==> config.mk <==
export PLATFORM = sky130hd
export DESIGN_NAME = unsigned_mul_arbiter
export DESIGN_NICKNAME = d
export VERILOG_FILES = /design/src/rtl/unsigned_mul_arbiter.sv
export SDC_FILE = /design/constraint.sdc
export NUM_CORES = 1
export LEC_CHECK = 0
export BUFFER_PORTS_ARGS = -buffer_cell sky130_fd_sc_hd__clkbuf_2
export CORE_MARGIN = 2
export CORE_UTILIZATION = 57
export DETAILED_ROUTE_END_ITERATION = 12
export HOLD_SLACK_MARGIN = 0.02
export PLACE_DENSITY = 0.91
export REMOVE_ABC_BUFFERS = 1
export SLEW_MARGIN = 0
export SYNTH_ARGS = -nofsm -noshare
export SYNTH_HDL_FRONTEND = slang
export SYNTH_SLANG_ARGS = --single-unit
export TNS_END_PERCENT = 30
==> constraint.sdc <==
create_clock -name clk -period 13.8 [get_ports clk]
set_clock_uncertainty 0.1 [all_clocks]
set_input_delay 2.07 -clock clk [delete_from_list [all_inputs] [get_ports clk]]
set_output_delay 2.07 -clock clk [all_outputs]
set_load 0.005 [all_outputs]
==> src/rtl/unsigned_mul_arbiter.sv <==
// ---------------------------------------------------------------------------
// unsigned_mul_arbiter
//
// Shares one registered unsigned multiplier between req_n requesters.
// Each cycle, a round-robin search picks at most one valid requester. The
// search starts one past the last grant. The chosen operands feed the
// multiplier, and the product register doubles as the result register.
//
// Ports
//   clk          in   clock
//   rst          in   synchronous reset, active high
//   s_req_valid  in   [req_n]               per-requester request valid
//   s_req_ready  out  [req_n]               per-requester accept (one-hot or 0)
//   s_op_a       in   [req_n*op_a_width]    operand A, requester i at i*op_a_width
//   s_op_b       in   [req_n*op_b_width]    operand B, same packing
//   m_res_valid  out                        result valid
//   m_res_ready  in                         downstream accepts result
//   m_res_data   out  [output_width]        low output_width bits of A*B
//   m_res_id     out  [id_width]            requester that issued the result
// ---------------------------------------------------------------------------
module unsigned_mul_arbiter #(
    parameter int req_n            = 4,
    parameter int op_a_width       = 16,
    parameter int op_b_width       = 16,
    parameter int output_width     = 32,
    parameter int id_width         = 2,
    parameter int simulation_delay = 1
) (
    input  logic                             clk,
    input  logic                             rst,
    input  logic [req_n-1:0]                 s_req_valid,
    output logic [req_n-1:0]                 s_req_ready,
    input  logic [req_n*op_a_width-1:0]      s_op_a,
    input  logic [req_n*op_b_width-1:0]      s_op_b,
    output logic                             m_res_valid,
    input  logic                             m_res_ready,
    output logic [output_width-1:0]          m_res_data,
    output logic [id_width-1:0]              m_res_id
);

    localparam int PW = op_a_width + op_b_width;

    // Elaboration-time parameter sanity checks. simulation_delay only models
    // register update delay in behavioural sims and has no hardware meaning.
    if (req_n < 2 || req_n > 16) begin : g_bad_req_n
        $error("unsigned_mul_arbiter: req_n must be 2..16");
    end
    if (output_width > PW) begin : g_bad_out_w
        $error("unsigned_mul_arbiter: output_width exceeds op_a_width+op_b_width");
    end
    if (id_width < $clog2(req_n)) begin : g_bad_id_w
        $error("unsigned_mul_arbiter: id_width too small for req_n");
    end
    if (simulation_delay < 0) begin : g_bad_sim_dly
        $error("unsigned_mul_arbiter: simulation_delay must be non-negative");
    end

    logic                    r_mul_vld;
    logic [output_width-1:0] r_mul_res;
    logic [id_width-1:0]     r_mul_id;
    logic [id_width-1:0]     r_last_grant;

    logic                    w_any;
    logic                    w_hi_found;
    logic [id_width-1:0]     w_hi_idx;
    logic [id_width-1:0]     w_lo_idx;
    logic [id_width-1:0]     w_gnt;
    logic                    w_issue_ok;
    logic                    w_issue;
    logic                    w_mul_ce;
    logic [op_a_width-1:0]   w_op_a;
    logic [op_b_width-1:0]   w_op_b;
    logic [output_width-1:0] w_res;

    // Round-robin search. The descending scan leaves the lowest matching index
    // in each slot. "hi" holds the first valid index above the last grant, and
    // "lo" holds the first valid index overall, which is the wrap-around case.
    always_comb begin
        w_any      = 1'b0;
        w_hi_found = 1'b0;
        w_hi_idx   = '0;
        w_lo_idx   = '0;
        for (int i = req_n - 1; i >= 0; i--) begin
            if (s_req_valid[i]) begin
                w_any    = 1'b1;
                w_lo_idx = id_width'(i);
                if (id_width'(i) > r_last_grant) begin
                    w_hi_found = 1'b1;
                    w_hi_idx   = id_width'(i);
                end
            end
        end
        w_gnt = w_hi_found ? w_hi_idx : w_lo_idx;
    end

    // The result slot is free now, or it drains this cycle.
    assign w_issue_ok = ~r_mul_vld | m_res_ready;
    assign w_issue    = w_issue_ok & w_any & ~rst;
    assign w_mul_ce   = w_issue;

    always_comb begin
        s_req_ready = '0;
        w_op_a      = '0;
        w_op_b      = '0;
        for (int i = 0; i < req_n; i++) begin
            if (w_gnt == id_width'(i)) begin
                s_req_ready[i] = w_issue;
                w_op_a         = s_op_a[i*op_a_width +: op_a_width];
                w_op_b         = s_op_b[i*op_b_width +: op_b_width];
            end
        end
    end

    // Full-width product, truncated to the low output_width bits.
    assign w_res = output_width'(PW'(w_op_a) * PW'(w_op_b));

    always_ff @(posedge clk) begin
        if (rst) begin
            r_mul_vld    <= 1'b0;
            r_mul_res    <= '0;
            r_mul_id     <= '0;
            r_last_grant <= id_width'(req_n - 1);
        end else begin
            if (w_issue_ok) begin
                r_mul_vld <= w_any;
            end
            if (w_mul_ce) begin
                r_mul_res    <= w_res;
                r_mul_id     <= w_gnt;
                r_last_grant <= w_gnt;
            end
        end
    end

    assign m_res_valid = r_mul_vld;
    assign m_res_data  = r_mul_res;
    assign m_res_id    = r_mul_id;

endmodule
# Word-level counts from Yosys, hierarchy flattened
# Index checks and enable logic that the tools add are counted.
# word_totals
in_bits	135
word_cells	55
register_bits	37
output_inout_bits	39
# classes
magnitude_cmp	4
reduce_logical	1
n_mul	1
n_mux	37
n_eq_ne	3
n_bitwise	5
# ops
operator	n
16-bit two-way mux	8
16-bit by 16-bit multiplier with 32-bit output	1
2-bit two-way mux	13
1-bit two-way mux	16
2-bit == test, second input constant	2
1-bit by 2-bit greater-than comparator with 1-bit output, first input constant	2
2-bit greater-than comparator, first input constant	2
1-bit bitwise AND	2
2-bit by 1-bit == test with 1-bit output, second input constant	1
2-bit zero test	1
1-bit inverter	2
1-bit OR	1

# Longest topological paths before layout
# Gate-level depths: netlist of the first run.
# logic_depth
depth_word	16
depth_mapped	30
depth_no_buf	26

# Worst setup path after synthesis of the first run
# Ideal clock, no wire load.
# synth_timing
path_kind	input-to-reg
from	input s_req_valid[1]
to	register r_mul_res[26], in the netlist m_res_data[26]
arrival_time_ns	8.182
path_buffers	3
setup_time_ns	0.120
cell_stages	27
slack_ns	5.398
t_required_ns	13.580
path_cell_list	and2b_1 > o21ai_4 > a21bo_4 > buf_6 > buf_6 > nand2_1 > nand3_1 > nand2_2 > buf_2 > nor2_1 > fa_1 > inv_1 > fa_1 > fa_1 > fa_1 > inv_1 > fa_1 > inv_1 > fa_1 > inv_1 > ha_1 > and3_1 > and3_1 > a311oi_2 > o21a_1 > o21ai_2 > a211o_1
# synth_via
elab_chain_len	10
word_cells_on_any_way	26
cone_classes	mul: 1; eq/ne: 3; mux: 19; bitwise: 2; reduce/logical: 1
# synth_rtl
element	line	text
from (decl)	31	input logic [req_n-1:0] s_req_valid,
2-bit two-way mux or 1-bit two-way mux (tied branches)	84	if (s_req_valid[i]) begin
2-bit two-way mux or 1-bit two-way mux (tied branches)	87	if (id_width'(i) > r_last_grant) begin
2-bit two-way mux or 1-bit two-way mux (tied branches)	84	
2-bit two-way mux	93	w_gnt = w_hi_found ? w_hi_idx : w_lo_idx;
2-bit zero test	106	if (w_gnt == id_width'(i)) begin
16-bit two-way mux (4 in series)	106	
16-bit by 16-bit multiplier with 32-bit output	115	assign w_res = output_width'(PW'(w_op_a) * PW'(w_op_b));
to (signal assigned)	128	r_mul_res <= w_res;
to (decl)	59	logic [output_width-1:0] r_mul_res;
# Several ways; a longest one is shown, not always the timed one.
# A chain may end at the register's enable or synchronous reset.

# Worst setup path after layout of the first run
# layout_timing
from	input s_req_valid[1]
to	register r_mul_res[21], in the netlist m_res_data[21]
# Same word-level chain as after synthesis.

==> key figures, run 1 <==
Run status
  • Outcome: complete, no violations

Global route
  • Largest net degree at the start of global routing: 60
  • Vias in the first global route: around 10000
  • First-pass GRT wire length: between 50000 and 60000 µm
  • Overflow after GRT: 0
  • Initial antenna violation count: 0
  • Total GRT Usage: 0.313

Die
  • Rows: just over 50
  • Die height: 143 µm
  • Die Wd: 143 µm
  • Die area: 20600 µm²
  • Starting Density: 0.576
  • I/O pins: 174
  • Core footprint: 19300 µm²

Worst setup path
  • CP top delay family: adder cells
  • Worst EP arrival: 9.86 ns
  • Slowest stage delay, CP: 0.64 ns
  • Worst Setup Path Type: input port to register
  • Maximum fanout along the worst path: 33
  • Critical Path Sink Type: register
  • CP bufs+invs: 5
  • Data required, critical path: 13.87 ns
  • CP dominant cell by count: fa_1
  • CP Launch Type: input port
  • Crit path max-delay cell type: a21boi_4

Routing
  • Residual DRC: 0
  • TritonRoute pass-1 iters: 5
  • Initial DRC count: just over 900
  • WL/cell: 17.6 µm
  • Routed WL: 31300 µm
  • Vias after detailed routing: 10400
  • Via/cell ratio: 5.81
  • Detail Route Antenna Nets: 0

Timing
  • Total Neg Setup Slack: 0 ns
  • Max Fclk: around 100 MHz
  • # setup viols final: 0
  • Post-route setup slack: 4.01 ns
  • Period Utilization, post-route: 0.709
  • Period minus WS final: 9.79 ns
  • Endpoints failing hold: 0
  • Worst relative slew slack: 0.302
  • Slew @ Worst Pin: between 1 and 1.5 ns
  • RSZ-0062 raised after global routing: false
  • Final slew viol count: 0

Placed design
  • Buffers on Ports: 173
  • Final HPWL DP: approximately 26000 µm
  • DP Worst Slack: 3.88 ns
  • Final Wtd Congestion: 1.01

Yosys
  • Seq cells post-synth: 37
  • Post-synth top area share: 0.350
  • Top_reg_cell synth: dfxtp_1
  • Synthesized cell area: approximately 11000 µm²
  • Cell count after synthesis: about 1400
  • Synth area leaders: fa_1 (35%), ha_1 (12%), nand2_1 (11%)
  • FFs w/ async S/R, synth: 0
  • Sequential share of the synthesized area: 0.0668
  • Distinct cells, synth: 68
  • Post-synth EDFFs: 0
  • Yosys warnings: 0
  • Area leader, netlist: fa_1
  • Syn Area/Cell: 7.96 µm²

Finish
  • Nets: 1951
  • Commonest non-fill, non-tap cell in the layout: nand2_1
  • Area growth syn-to-layout: 9.06%
  • Layout cell share with drive strength beyond 1: 0.142
  • Final core area utilization: 0.628
  • Antenna cells: 0
  • Fillers: 1587
  • Area of the multi-input gates: 9120 µm²
  • Most frequent cells in the layout: nand2_1 (314), inv_1 (228), fa_1 (194), clkbuf_2 (173), nor2_1 (134)
  • Storage element area: approximately 740 µm²

Clock network
  • Skew-Pair Late Insertion Delay: about 0.28 ns
  • Setup Fix Bufs, Post-CTS: 0
  • Sink Count: 37
  • Clock tree root driver cell: clkbuf_16
  • CTS tree: built
  • Post-CTS Hold Buffers: 0
  • CTS buffer count: 5
  • CTS resizes: 0
  • Clk slew on worst S/H paths: 0.06 ns
  • Deepest clock path buffer count: 2
  • H-tree depth: 2

Job
  • Max-cap violation count: 0

Hold path
  • Worst hold path class: register to register
[synth_stat cells (6+ instances only)]
cell      count
a221o_1       6
xnor2_1      15
nor2_1      134
clkbuf_1     17
fa_1        194
a211o_1      11
ha_1        104
buf_2        19
a31oi_1       8
a21oi_1      39
nand3_1      63
inv_1       228
and3_1        8
buf_6        14
buf_4         6
nor3_1        9
dfxtp_1      37
a21o_1       14
nand2_1     314
o21ai_0      20
xor2_1        7
and2_1       36
[state kept, by name, indices dropped and copies added (netlist names)]
| signal | cells |
|---|---|
| r_last_grant | 2 |
| m_res_valid | 1 |
| m_res_id | 2 |
| m_res_data | 32 |
[cell type report]
cell class	count	share of cell area
multi-input cells	1069	0.754
flip-flops and latches	37	0.0612
well taps	265	0.0274
inverters	228	0.0708
repair buffers	177	0.0741
clock buffers	5	0.0103
clock inverters	3	0.00186
[routing by layer]
| layer | global-route usage | vias to the layer above | wire (µm) | part of all wire |
|---|---|---|---|---|
| met5 | 0 | - | 0 | 0 |
| met4 | 0.136 | 0 | 1410 | 0.045 |
| met3 | 0.0570 | 119 | 3210 | 0.10 |
| met2 | 0.522 | 627 | 15000 | 0.48 |
| met1 | 0.401 | 4996 | 11700 | 0.37 |
| li1 | - | 4615 | - | - |
[through the flow]
stage                     std cells  hold WS [ns]  instance area [µm²]
after floorplan                1334         0.342                10700
after global placement         1776         0.339                11900
after detailed placement       1776         0.349                11900
after CTS                      1784         0.357                12100
after global routing           1784         0.382                12100
final                          1784         0.354                12100
[final timing paths]
check / cells past startpoint / from / slack [ns] / end
worst min register to register: 2 / m_res_data[3] / 0.35 / m_res_data[3]
worst max register to register: 24 / r_last_grant[1] / 5.56 / m_res_data[21]
worst max-delay path: 25 / s_req_valid[1] / 4.01 / m_res_data[21]
worst min-delay path: 2 / m_res_data[3] / 0.35 / m_res_data[3]
[worst reg2reg max path, cell delays in order (launching register included)]
cell	delay (ns)
dfxtp_1	0.41
and2_1	0.20
o21ai_4	0.09
a21boi_4	0.64
buf_4	0.48
nand2_1	0.12
nand3_1	0.11
and2_1	0.54
nand2_1	0.19
fa_1	0.57
inv_1	0.06
fa_1	0.56
fa_1	0.44
fa_1	0.48
fa_1	0.52
inv_1	0.08
fa_1	0.49
inv_1	0.04
ha_1	0.35
a21o_1	0.20
a21o_1	0.19
or2_2	0.28
nor3_1	0.45
o21ai_0	0.18
a311oi_1	0.36
[cells by family after synthesis]
kind of cell	Yosys count	synth area share
simple gates	586	0.222
compound gates	159	0.111
xor+xnor	22	0.0174
mux	4	0.00361
buf+inv	288	0.111
flops	37	0.0668
fa+ha+maj	298	0.468
Power of run 1 is left out: the tool's default activity adds up to more than one toggle a clock period on the data nets, which glitch-free logic cannot reach.
==> run 2: changes to the inputs <==
CORE_UTILIZATION = 54   (was 57)
clock period = 8.8 ns   (was 13.8 ns; I/O delays follow)
==> key figures, run 2 (synthesis results as in run 1) <==
Clock network
  • Clk slew on worst S/H paths: 0.06 ns
  • H-tree depth: 2
  • Clock tree root driver cell: clkbuf_16
  • Deepest clock path buffer count: 2
  • CTS buffer count: 5
  • CTS tree: built
  • Sink Count: 37
  • Skew-Pair Late Insertion Delay: 0.28 ns

Die
  • Die height: approximately 150 µm
  • Die area: 21700 µm²
  • Starting Density: 0.550
  • Rows: 52
  • I/O pins: 174
  • Die Wd: approximately 150 µm
  • Core footprint: about 20000 µm²

Hold path
  • Worst hold path class: register to register
  • Worst hold path stage count: 2
  • Hold_sp: m_res_data[3]
  • WHS Endpoint: m_res_data[3]

Placed design
  • Final HPWL DP: between 20000 and 30000 µm
  • Final Wtd Congestion: 0.975
  • DP Worst Slack: 0.137 ns
  • Buffers on Ports: 173

Timing
  • Endpoints failing hold: 0
  • Worst relative slew slack: 0.289
  • Max Fclk: 118 MHz
  • Final slew viol count: 0
  • Post-route setup slack: 0.342 ns
  • # setup viols final: 0
  • Period minus WS final: 8.46 ns
  • Slew @ Worst Pin: 1.06 ns
  • Period Utilization, post-route: 0.961

Global route
  • First-pass GRT wire length: 54300 µm
  • Initial antenna violation count: 1
  • Total GRT Usage: 0.315
  • Largest net degree at the start of global routing: 29
  • Overflow after GRT: 0
  • Vias in the first global route: 10900

Finish
  • Final core area utilization: 0.613
  • Nets: 1974
  • Most frequent cells in the layout: nand2_1 (314), inv_1 (228), fa_1 (194), clkbuf_2 (173), nor2_1 (134)
  • Layout cell share with drive strength beyond 1: 0.156
  • Commonest non-fill, non-tap cell in the layout: nand2_1
  • Antenna cells: 0
  • Largest register FFs: 32
  • Fillers: between 1500 and 2000
  • Area growth syn-to-layout: 11.5%

Job
  • Max-cap violation count: 0

Routing
  • Via/cell ratio: roughly 5.8
  • Residual DRC: 0
  • Initial DRC count: roughly 1000
  • Vias after detailed routing: approximately 11000
  • Routed WL: 33200 µm
  • Detail Route Antenna Nets: 0
  • TritonRoute pass-1 iters: 6
  • WL/cell: 18.3 µm

Worst setup path
  • Worst EP arrival: 8.54 ns
  • Reg2Reg Depth: 25
  • Reg2reg setup slack: approximately 1.1 ns
  • Maximum fanout along the worst path: 23
  • Worst Setup Path Type: input port to register
  • Critical Path Sink Type: register
  • CP Launch Type: input port
  • RR Startpoint: r_last_grant[1]
  • R2R Path End: m_res_data[21]
  • Data required, critical path: 8.88 ns

Run status
  • Outcome: complete, no violations
-- run 2: changes by cell type in the layout (fill, tap and decap cells not counted) --
cell,before,now
and2_1,36,35
and2_2,0,1
buf_12,0,5
buf_4,4,22
bufinv_16,0,1
clkbuf_8,0,1
clkinvlp_4,3,1
-- run 2: layer usage --
| layer | track usage | part of all wire | up-vias |
|---|---|---|---|
| li1 | - | - | 4655 |
| met1 | 0.409 | 0.37 | 4971 |
| met2 | 0.505 | 0.46 | 732 |
| met3 | 0.0783 | 0.13 | 148 |
| met4 | 0.133 | 0.051 | 2 |
| met5 | 0 | 0.00033 | - |
-- run 2: area by class of cell --
| class | count | area, µm² | area share |
|---|---|---|---|
| multi-input cells | 1069 | 9130 | 0.738 |
| repair buffers | 200 | 1130 | 0.0915 |
| inverters | 228 | 856 | 0.0692 |
| flip-flops and latches | 37 | 741 | 0.0599 |
| well taps | 270 | 338 | 0.0273 |
| clock buffers | 6 | 139 | 0.0112 |
| clock inverters | 2 | 37.5 | 0.00304 |
-- run 2: repair_timing --
action	CTS	global route
hold buffers	0	0
gates resized for setup	0	1
buffers inserted	0	5
setup endpoints to repair	0	1
-- run 2: worst max-delay path by stage --
stage,depth (start not counted),slack [ns],start,endpoint
finish,26,0.34,s_req_valid[1],m_res_data[21]
global route,26,-0.006,s_req_valid[1],m_res_data[16]
CTS,26,0.41,s_req_valid[1],m_res_data[30]
detailed placement,26,0.14,s_req_valid[1],m_res_data[22]
global placement,28,0.38,s_req_valid[1],m_res_data[29]
floorplan,23,0.65,s_req_valid[1],m_res_data[26]
-- run 2: stage by stage --
step	cells	setup TNS [ns]	hold slack [ns]	instance area, µm²
final	1812	0	0.358	12400
after global routing	1812	-0.00638	0.390	12400
after CTS	1807	0	0.358	12300
after detailed placement	1799	0	0.350	12100
after global placement	1799	0	0.342	12100
after floorplan	1334	0	0.342	10700
-- run 2: worst max-delay path, cell delays in order --
cell and delay [ns]:
clkbuf_2 0.12, and2b_1 0.26, o21ai_4 0.10, a21boi_4 0.42, buf_12 0.23, nand2_1 0.07
nand3_1 0.09, and2_1 0.60, buf_4 0.24, nand2_1 0.07, fa_1 0.52, inv_1 0.05
fa_1 0.48, fa_1 0.57, fa_1 0.46, fa_1 0.52, inv_1 0.06, fa_1 0.48
inv_1 0.05, ha_1 0.39, and3_1 0.29, nand2_1 0.11, o211ai_1 0.24, nor3_1 0.14
or3_1 0.37, a311oi_1 0.28
Power of run 2 is left out for the same reason.
